==> config.mk <==
export PLATFORM = sky130hd
export DESIGN_NAME = uart_im_loader
export DESIGN_NICKNAME = d
export VERILOG_FILES = /design/src/rtl/uart_im_loader.sv
export SDC_FILE = /design/constraint.sdc
export NUM_CORES = 1
export LEC_CHECK = 0
export BUFFER_PORTS_ARGS = -buffer_cell sky130_fd_sc_hd__buf_2
export CORE_MARGIN = 10
export CORE_UTILIZATION = 30
export CTS_BUF_LIST = sky130_fd_sc_hd__clkbuf_4
export DETAILED_ROUTE_END_ITERATION = 7
export GPL_TIMING_DRIVEN = 0
export HOLD_SLACK_MARGIN = 0.1
export MAX_ROUTING_LAYER = met4
export PLACE_DENSITY = 0.47
export SYNTH_ARGS = -nofsm -noshare
export SYNTH_HDL_FRONTEND = slang
export SYNTH_SLANG_ARGS = --single-unit
==> constraint.sdc <==
create_clock -name clk -period 2.7 [get_ports clk]
set_input_delay 0.54 -clock clk [delete_from_list [all_inputs] [get_ports clk]]
set_output_delay 0.54 -clock clk [all_outputs]
set_load 0.005 [all_outputs]
==> src/rtl/uart_im_loader.sv <==
`default_nettype none
// ============================================================================
// Module   : uart_im_loader
// Purpose  : Program loader for the single-cycle RISC-V core. Receives a
//            framed program image over an 8N1 UART line and writes 32-bit
//            words into instruction memory. The core is held in reset while
//            a load runs and is released only after a clean load.
//            Frame: A5 | N[7:0] | N[15:8] | N x 4 bytes (LE) | XOR checksum.
// Ports    : clk, rst_n      - system clock / async active-low reset
//            rx              - UART serial input (idles high)
//            start           - level switch, rising edge arms a load
//            im_we/im_addr/im_wdata - IM write port
//            cpu_rst_n       - core reset (active low)
//            busy/done/err   - load status (done/err sticky)
// Options  : `define UART_IM_LOADER_TIMEOUT_EN adds an inter-byte watchdog
//            (20 bit times) in LEN0/LEN1/DATA/CSUM.
// Revision : 1.0 - initial release
// ============================================================================
module uart_im_loader #(
   parameter int CLK_HZ      = 50000000,
   parameter int BAUD        = 115200,
   parameter int ADDR_W      = 8,
   parameter int DEPTH_WORDS = 256      // must be <= 2**ADDR_W
) (
   input  logic              clk,
   input  logic              rst_n,
   input  logic              rx,
   input  logic              start,
   output logic              im_we,
   output logic [ADDR_W-1:0] im_addr,
   output logic [31:0]       im_wdata,
   output logic              cpu_rst_n,
   output logic              busy,
   output logic              done,
   output logic              err
);

   localparam int CLKS_PER_BIT = CLK_HZ / BAUD;
   localparam int HALF_BIT     = CLKS_PER_BIT / 2;
   localparam int BIT_CNT_W    = (CLKS_PER_BIT > 1) ? $clog2(CLKS_PER_BIT) : 1;
   localparam logic [7:0] SYNC_BYTE = 8'hA5;

   typedef enum logic [1:0] {
      RX_IDLE  = 2'd0,
      RX_START = 2'd1,
      RX_DATA  = 2'd2,
      RX_STOP  = 2'd3
   } rx_state_t;

   typedef enum logic [2:0] {
      ST_IDLE = 3'd0,
      ST_SYNC = 3'd1,
      ST_LEN0 = 3'd2,
      ST_LEN1 = 3'd3,
      ST_DATA = 3'd4,
      ST_CSUM = 3'd5,
      ST_DONE = 3'd6,
      ST_ERR  = 3'd7
   } state_t;

   // ---------------------------------------------------------------- inputs
   logic rx_meta_q, rx_sync_q, rx_prev_q;
   logic rx_meta_d, rx_sync_d, rx_prev_d;
   logic start_meta_q, start_sync_q, start_prev_q;
   logic start_meta_d, start_sync_d, start_prev_d;
   logic start_rise;

   // ---------------------------------------------------------------- sampler
   rx_state_t            rx_state_q, rx_state_d;
   logic [BIT_CNT_W-1:0] bit_cnt_q, bit_cnt_d;
   logic [2:0]           bit_idx_q, bit_idx_d;
   logic [7:0]           shift_q, shift_d;
   logic                 byte_valid_q, byte_valid_d;
   logic                 frame_err_q, frame_err_d;

   // ---------------------------------------------------------------- loader
   state_t            state_q, state_d;
   logic [15:0]       len_q, len_d;
   logic [1:0]        byte_idx_q, byte_idx_d;
   logic [7:0]        csum_q, csum_d;
   logic              im_we_q, im_we_d;
   logic [ADDR_W-1:0] im_addr_q, im_addr_d;
   logic [31:0]       im_wdata_q, im_wdata_d;
   logic              cpu_rst_n_q, cpu_rst_n_d;
   logic              busy_q, busy_d;
   logic              done_q, done_d;
   logic              err_q, err_d;
   logic [15:0]       len_new;
   logic              last_word;

`ifdef UART_IM_LOADER_TIMEOUT_EN
   localparam int TO_CYCLES = 20 * CLKS_PER_BIT;
   localparam int WD_W      = $clog2(TO_CYCLES + 1);
   logic [WD_W-1:0] wdog_q, wdog_d;
   logic            timed;
`endif

   // Synchronisers and edge detectors
   always_comb begin
      rx_meta_d    = rx;
      rx_sync_d    = rx_meta_q;
      rx_prev_d    = rx_sync_q;
      start_meta_d = start;
      start_sync_d = start_meta_q;
      start_prev_d = start_sync_q;
   end

   assign start_rise = start_sync_q & ~start_prev_q;

   // UART 8N1 sampler
   always_comb begin
      rx_state_d   = rx_state_q;
      bit_cnt_d    = bit_cnt_q;
      bit_idx_d    = bit_idx_q;
      shift_d      = shift_q;
      byte_valid_d = 1'b0;
      frame_err_d  = 1'b0;
      case (rx_state_q)
         RX_IDLE: begin
            if (rx_prev_q && !rx_sync_q) begin
               rx_state_d = RX_START;
               bit_cnt_d  = '0;
            end
         end
         RX_START: begin
            // Mid-start-bit re-check: a line back high here was a glitch.
            if (bit_cnt_q == BIT_CNT_W'(HALF_BIT - 1)) begin
               bit_cnt_d = '0;
               bit_idx_d = '0;
               rx_state_d = rx_sync_q ? RX_IDLE : RX_DATA;
            end else begin
               bit_cnt_d = bit_cnt_q + 1'b1;
            end
         end
         RX_DATA: begin
            if (bit_cnt_q == BIT_CNT_W'(CLKS_PER_BIT - 1)) begin
               bit_cnt_d = '0;
               shift_d   = {rx_sync_q, shift_q[7:1]};   // LSB first
               if (bit_idx_q == 3'd7) begin
                  rx_state_d = RX_STOP;
               end else begin
                  bit_idx_d = bit_idx_q + 3'd1;
               end
            end else begin
               bit_cnt_d = bit_cnt_q + 1'b1;
            end
         end
         RX_STOP: begin
            if (bit_cnt_q == BIT_CNT_W'(CLKS_PER_BIT - 1)) begin
               bit_cnt_d    = '0;
               rx_state_d   = RX_IDLE;
               byte_valid_d = rx_sync_q;
               frame_err_d  = ~rx_sync_q;
            end else begin
               bit_cnt_d = bit_cnt_q + 1'b1;
            end
         end
         default: rx_state_d = RX_IDLE;
      endcase
   end

   assign len_new   = {shift_q, len_q[7:0]};
   assign last_word = ((32'(im_addr_q) + 32'd1) == 32'(len_q));

   // Loader FSM
   always_comb begin
      state_d     = state_q;
      len_d       = len_q;
      byte_idx_d  = byte_idx_q;
      csum_d      = csum_q;
      im_we_d     = 1'b0;
      im_addr_d   = im_addr_q;
      im_wdata_d  = im_wdata_q;
      cpu_rst_n_d = cpu_rst_n_q;
      busy_d      = busy_q;
      done_d      = done_q;
      err_d       = err_q;
`ifdef UART_IM_LOADER_TIMEOUT_EN
      wdog_d      = '0;
      timed       = 1'b0;
`endif

      if (frame_err_q && (state_q != ST_IDLE) && (state_q != ST_DONE) &&
          (state_q != ST_ERR)) begin
         state_d = ST_ERR;
      end else begin
         case (state_q)
            ST_IDLE, ST_DONE, ST_ERR: begin
               if (start_rise) state_d = ST_SYNC;
            end
            ST_SYNC: begin
               if (byte_valid_q && (shift_q == SYNC_BYTE)) state_d = ST_LEN0;
            end
            ST_LEN0: begin
               if (byte_valid_q) begin
                  len_d[7:0] = shift_q;
                  state_d    = ST_LEN1;
               end
            end
            ST_LEN1: begin
               if (byte_valid_q) begin
                  len_d      = len_new;
                  byte_idx_d = 2'd0;
                  if (32'(len_new) > DEPTH_WORDS) state_d = ST_ERR;
                  else if (len_new == 16'd0)      state_d = ST_CSUM;
                  else                            state_d = ST_DATA;
               end
            end
            ST_DATA: begin
               // The strobe cycle decides whether this was the final word;
               // the address only advances when more words follow.
               if (im_we_q) begin
                  if (last_word) state_d   = ST_CSUM;
                  else           im_addr_d = im_addr_q + 1'b1;
               end
               if (byte_valid_q) begin
                  im_wdata_d[8*byte_idx_q +: 8] = shift_q;
                  csum_d     = csum_q ^ shift_q;
                  byte_idx_d = byte_idx_q + 2'd1;
                  if (byte_idx_q == 2'd3) im_we_d = 1'b1;
               end
            end
            ST_CSUM: begin
               if (byte_valid_q) state_d = (shift_q == csum_q) ? ST_DONE : ST_ERR;
            end
            default: state_d = ST_IDLE;
         endcase
      end

`ifdef UART_IM_LOADER_TIMEOUT_EN
      timed = (state_q == ST_LEN0) || (state_q == ST_LEN1) ||
              (state_q == ST_DATA) || (state_q == ST_CSUM);
      if (timed && !byte_valid_q && (state_d == state_q)) begin
         wdog_d = wdog_q + 1'b1;
         if (wdog_q == WD_W'(TO_CYCLES - 1)) state_d = ST_ERR;
      end
`endif

      // State-entry side effects
      if ((state_d == ST_SYNC) && (state_q != ST_SYNC)) begin
         cpu_rst_n_d = 1'b0;
         busy_d      = 1'b1;
         done_d      = 1'b0;
         err_d       = 1'b0;
         im_addr_d   = '0;
         csum_d      = 8'h00;
         byte_idx_d  = 2'd0;
      end
      if ((state_d == ST_DONE) && (state_q != ST_DONE)) begin
         cpu_rst_n_d = 1'b1;
         busy_d      = 1'b0;
         done_d      = 1'b1;
      end
      if ((state_d == ST_ERR) && (state_q != ST_ERR)) begin
         cpu_rst_n_d = 1'b0;
         busy_d      = 1'b0;
         err_d       = 1'b1;
      end
   end

   always_ff @(posedge clk or negedge rst_n) begin
      if (!rst_n) begin
         rx_meta_q    <= 1'b1;
         rx_sync_q    <= 1'b1;
         rx_prev_q    <= 1'b1;
         start_meta_q <= 1'b0;
         start_sync_q <= 1'b0;
         start_prev_q <= 1'b0;
         rx_state_q   <= RX_IDLE;
         bit_cnt_q    <= '0;
         bit_idx_q    <= '0;
         shift_q      <= '0;
         byte_valid_q <= 1'b0;
         frame_err_q  <= 1'b0;
         state_q      <= ST_IDLE;
         len_q        <= '0;
         byte_idx_q   <= '0;
         csum_q       <= '0;
         im_we_q      <= 1'b0;
         im_addr_q    <= '0;
         im_wdata_q   <= '0;
         cpu_rst_n_q  <= 1'b1;
         busy_q       <= 1'b0;
         done_q       <= 1'b0;
         err_q        <= 1'b0;
`ifdef UART_IM_LOADER_TIMEOUT_EN
         wdog_q       <= '0;
`endif
      end else begin
         rx_meta_q    <= rx_meta_d;
         rx_sync_q    <= rx_sync_d;
         rx_prev_q    <= rx_prev_d;
         start_meta_q <= start_meta_d;
         start_sync_q <= start_sync_d;
         start_prev_q <= start_prev_d;
         rx_state_q   <= rx_state_d;
         bit_cnt_q    <= bit_cnt_d;
         bit_idx_q    <= bit_idx_d;
         shift_q      <= shift_d;
         byte_valid_q <= byte_valid_d;
         frame_err_q  <= frame_err_d;
         state_q      <= state_d;
         len_q        <= len_d;
         byte_idx_q   <= byte_idx_d;
         csum_q       <= csum_d;
         im_we_q      <= im_we_d;
         im_addr_q    <= im_addr_d;
         im_wdata_q   <= im_wdata_d;
         cpu_rst_n_q  <= cpu_rst_n_d;
         busy_q       <= busy_d;
         done_q       <= done_d;
         err_q        <= err_d;
`ifdef UART_IM_LOADER_TIMEOUT_EN
         wdog_q       <= wdog_d;
`endif
      end
   end

   assign im_we     = im_we_q;
   assign im_addr   = im_addr_q;
   assign im_wdata  = im_wdata_q;
   assign cpu_rst_n = cpu_rst_n_q;
   assign busy      = busy_q;
   assign done      = done_q;
   assign err       = err_q;

endmodule
`default_nettype wire

* Word level (Yosys, flattened, before mapping)
Cells that the tools add are included. W data, S select, Z words.
Storage, ports and cells: flip-flop bits (word level) 104, output and inout bits 45
Operators by class: add/subtract/negate cells 6, $lt $le $gt $ge 1, equal/unequal tests 33, shift-type cells 2, muxes and demuxes 59, bitwise gates (word level) 6, reduce and logical (&&, ||, !) cells 32
Operators with widths (count):
- $mux W8 | 10
- $mux W3 | 12
- $neg A5 Y34 | 1
- $shift A8 B34 Y32 const A | 1
- $shiftx A8 B34 Y32 | 1
- $bwmux W32 | 1
- $mux W9 | 3
- $pmux W9 S3 | 1
- $eq A3 B3 Y1 const B | 7
- $mux W2 | 10
- $pmux W3 S6 | 1
- $mux W1 | 17
- $eq A9 B16 Y1 | 1
- $gt A16 B9 Y1 const B | 1
- $logic_not A16 Y1 | 1
- $pmux W8 S2 | 1
- $reduce_and A4 Y1 | 4
- $ne A2 B2 Y1 const B | 6
- $ne A3 B3 Y1 const B | 4
- $reduce_bool A2 Y1 | 6
- $add A8 B1 Y9 const B | 1
- $add A9 B1 Y9 const B | 1
- $eq A9 B8 Y1 const B | 1
- $eq A9 B9 Y1 const B | 1
- other kinds (27) | 46

* Longest topological paths before layout
word-level depth 11, mapped depth 9

* Worst setup path after synthesis
No wires, ideal clock.
path kind register to register, start reg bit_cnt_q[1], end reg shift_q[0], arrival time 1.959 ns, required time 2.575 ns, path slack 0.617 ns, stages on the path, launching flop included 8, buffers on the path 1, clock period less this slack 2.083 ns, path through dfrtp_1 -> inv_1 -> ha_1 -> nand4_1 -> nor4_1 -> and3_1 -> buf_2 -> mux2_2
Between the ends: cells in the longest elaborated chain, start to end 2
RTL lines:
- from (decl) | RTL line 70 | logic [BIT_CNT_W-1:0] bit_cnt_q, bit_cnt_d;
- from (signal assigned) | RTL line 297 | bit_cnt_q <= bit_cnt_d;
- $eq A9 B9 Y1 | RTL line 136 | if (bit_cnt_q == BIT_CNT_W'(CLKS_PER_BIT - 1)) begin
- $reduce_and A2 Y1 (no source line)
- to (signal assigned) | RTL line 299 | shift_q <= shift_d;
- to (decl) | RTL line 72 | logic [7:0] shift_q, shift_d;
No other way between the ends. A chain may end at the register's enable or synchronous reset.

* Worst setup path in the final report
start reg im_addr_q[0] (netlist: im_addr[0]), end reg im_addr_q[3] (netlist: im_addr[3])
Between the ends: cells in the longest elaborated chain, start to end 10, elaborated cells on any way between the ends 19
RTL lines:
- from (decl) | RTL line 82 | logic [ADDR_W-1:0] im_addr_q, im_addr_d;
- from (signal assigned) | RTL line 307 | im_addr_q <= im_addr_d;
- $add A8 B1 Y9 | RTL line 163 | assign last_word = ((32'(im_addr_q) + 32'd1) == 32'(len_q));
- $eq A9 B16 Y1 | RTL line 163
- $mux W3 | RTL line 213 | if (last_word) state_d = ST_CSUM;
- $mux W3 | RTL line 212 | if (im_we_q) begin
- $pmux W3 S6 | RTL line 187 | case (state_q)
- $mux W3 | RTL line 183 | if (frame_err_q && (state_q != ST_IDLE) && (state_q != ST_DONE) &&
- $eq A3 B1 Y1 | RTL line 240 | if ((state_d == ST_SYNC) && (state_q != ST_SYNC)) begin
- $logic_and A1 B1 Y1 | RTL line 240
- $ne A2 B1 Y1 (no source line) or $reduce_bool A2 Y1 (tied branches)
- $reduce_and A4 Y1 (no source line)
Parallel ways exist; a longest one is shown, timed or not. The select of a mux whose other input is x is not followed.

==> results.md <==
* Outcome: complete, no violations
* Reg-to-reg endpoint: im_addr[3]
* EDFF count, synth at 0
* Violation count after the first detailed-routing iteration at 197
* Number of placed cells counting well taps at 776
* H-tree lvl count at 3
* Detailed-router iteration count before antenna repair at 4
* Maxcap violations at 0
* Top layer reached by signal wires: met4
* Pwr per Cell Area at 529 nW/um^2
* TritonCTS clock tree: built
* RD Place Congestion at 0.801
* First-pass GRT wire length at 21100 um
* Library cell used as clock root buffer: sky130_fd_sc_hd__clkbuf_4
* Chip width at 149 um
* Met3 Wirelength at 399 um
* Final hold violation count at 0
* Worst slew pin tran at 949 ps
* Fin Hold WS at 96.4 ps
* Post-synthesis async set-or-reset flop share at 100%
* Crit path time final at 2410 ps
* Post-synth top area cell: sky130_fd_sc_hd__dfrtp_1
* Cell with the most instances after synthesis: sky130_fd_sc_hd__nand2_1
* I/O pins at 49
* P_leak at 2.66 nW
* Gates resized, CTS repair at 0
* Highest cell delay on the worst timing path at 590 ps
* Top post-synthesis cells by count: sky130_fd_sc_hd__nand2_1 (112), sky130_fd_sc_hd__dfrtp_1 (100), sky130_fd_sc_hd__o21ai_0 (54)
* Clk_skew at 12.7 ps
* Per-instance average area after synthesis at 9.88 sq um
* Power after layout at 3.03 mW
* Fmax achieved at 414 MHz
* Maximum number of pins on one net before global-route repair at 58
* Number of clock sinks at 104
* DR WL met2 at 6070 um
* Startpoint Class: register
* Worst-case reg-to-reg path depth at 8
* Vias at 3837
* Worst setup slack for register-to-register paths at 290 ps
* Unrepaired setup endpoints after global routing: false
* CTS clk-pin slew, worst paths at 160 ps
* Post-synthesis instance total at 507
* Post-Synthesis Cell Area at 5010 sq um
* Routed wire length at 12500 um
* Fraction of layout cells with a size suffix above 1 at 18.6%
* Die Span Y at 149 um
* Overall overflow remaining after global route at 0
* Required time of the critical path at 3120 ps
* Detail-routed net length per standard cell at 15.7 um
* Number of distinct library cells after synthesis at 55
* Crit path top cell by count: sky130_fd_sc_hd__a21oi_1
* Count of unresolved DRC violations after routing at 0
* Max Root-Sink Buffers at 2
* Net total in the final layout at 584
* Latest clock arrival within the worst-skew pair at 490 ps
* Maximum fanout count along the critical path at 10
* Chain of cells forming the critical path: ha_1, and3_1, a21oi_1, nand4b_1, o41ai_4, buf_6, o21ai_1, a21oi_1
* Slew HR at 36.6%
* Data arrival at the endpoint of the critical path at 2830 ps
* Area share of the largest cell type after synthesis at 50.0%
* Die area at 22300 sq um
* Syn Nets at 522
* Met1 Routed Length at 5860 um
* Port Buffers at 48
* Initial antenna violation count at 1
* Library cell contributing the largest single delay on the critical path: sky130_fd_sc_hd__o41ai_4
* Worst min-delay path category: primary input to async pin
* Critical setup path kind: register to register
* Worst ir drop on vdd at 0.000386 V
* Post-detailed-route count of antenna-violating nets at 0
* Number of placement rows at 47
* Area of the core at 16500 sq um
* Layout Cells excl Fill at 795
* Max-slew violation count at 0
* Most used flip-flop cell after synthesis: sky130_fd_sc_hd__dfrtp_1
* Overall fraction of global-route tracks in use at 12.1%
* Clock buffer count from CTS at 9
* Flip-flop and latch count after synthesis at 104
* Final clock period utilization by the worst path at 89.4%
* Part of the Yosys area used for sequential elements at 52.1%
* Initial core utilization at 30.4%
* Cell types occupying the most area after synthesis: sky130_fd_sc_hd__dfrtp_1 (50%), sky130_fd_sc_hd__nand2_1 (8.4%), sky130_fd_sc_hd__o21ai_0 (5.4%)
* # setup viols final at 0
* Reg-to-reg critical path startpoint: im_addr[0]
* Half-perimeter wire length of the detailed placement result at 8710 um
* Warning count from the yosys run at 0
* Via count of the first global-routing pass at 3941
* Detailed-route vias per instance at 4.83
* Element type at the critical path end: register
* Area growth syn-to-layout at 14.2%
where the power goes:
part | total (mW) | switching, mW | internal [mW]
clock network | 0.851 | 0.555 | 0.296
logic | 0.457 | 0.272 | 0.185
registers | 1.72 | 0.0734 | 1.64
worst max-delay path: cells and delay by family (launching register included):
kind / cells / cell delay (ps)
adders and majority gates: 1 / 260
and+or+nand+nor: 2 / 490
buffers and inverters: 1 / 210
AOI/OAI and AO/OA: 4 / 860
DFF: 1 / 520
cells in the final DEF (no fill, tap or decap), drive strengths merged, types with 2 or more instances in the layout:
master	synthesis	routed
a21oi	9	9
mux2i	3	3
nand2b	6	6
a211oi	3	3
or3	9	9
nor3b	5	5
nor4	5	5
and2	2	2
clkinvlp	0	2
nand4b	2	2
nor2	20	20
o41ai	3	3
and3	4	4
dfstp	4	4
dfrtp	100	100
o211ai	3	3
dlygate4sd3	0	2
clkbuf	20	30
mux2	24	24
nor3	7	7
o21a	3	3
clkinv	0	2
nor2b	5	5
nand2	112	112
buf	4	53
nand3	12	12
ha	11	11
xor2	20	20
o31ai	4	4
a31oi	3	3
inv	12	13
nand4	5	5
a22oi	2	2
or4	6	6
o21ai	61	61
xnor2	6	6
metal layers:
layer  track usage (%)  up-vias
met4              3.34        0
met2              19.1       46
met1              15.2     1900
li1                  -     1879
met5                 -        -
met3              3.00       12
cells by family (layout without fill, tap and decap cells):
family	after synthesis	in the layout	share of synthesized area [%]
AOI/OAI and AO/OA	100	100	12.2
xor gates and xnor gates	26	26	4.55
adders and majority gates	11	11	2.75
buffers and inverters	36	103	3.02
DFF	104	104	52.1
muxes	27	27	6.00
other	0	1	0
and+or+nand+nor	203	203	19.4
area by class of cell:
class	count	area [sq um]
inverter	12	45.0
antenna	1	2.50
fill	1736	10700
clock inverter	6	67.6
clock buffer	10	75.1
multi-input combinational	367	2250
sequential	104	2610
tap	220	275
timing repair buffer	51	290
buffer	24	106
timing repair:
item / CTS / global route
endpoints found under the hold margin: 1 / 1
buffers inserted: 0 / 0
hold buffers: 1 / 1
how the worst max path moves through the flow:
stage	from	endpoint	slack, ps
finish	im_addr[0]	im_addr[3]	290
global route	state_q[1]	im_wdata[13]	1
CTS	state_q[1]	im_wdata[31]	250
detailed placement	bit_cnt_q[1]	shift_q[1]	290
global placement	rst_n	bit_cnt_q[2]	-120
floorplan	bit_cnt_q[1]	shift_q[0]	620
registers in the layout, summed over array words and instances, names as in the netlist, 2 cells and up, named ones only:
name / flops
bit_cnt_q: 9
bit_idx_q: 3
byte_idx_q: 2
csum_q: 8
im_addr: 8
im_wdata: 32
len_q: 16
shift_q: 8
state_q: 3
metrics by stage:
step	util [%]	TNS [ps]	cell area, sq um	setup WS (ps)
final	34.7	0	5720	287
after detailed placement	33.7	0	5550	289
after global placement	33.5	-11140	5520	-124
after floorplan	-	0	5010	617
after CTS	34.7	0	5710	249
after global routing	34.7	0	5720	1.05
Power figures use the tool's default switching activity.
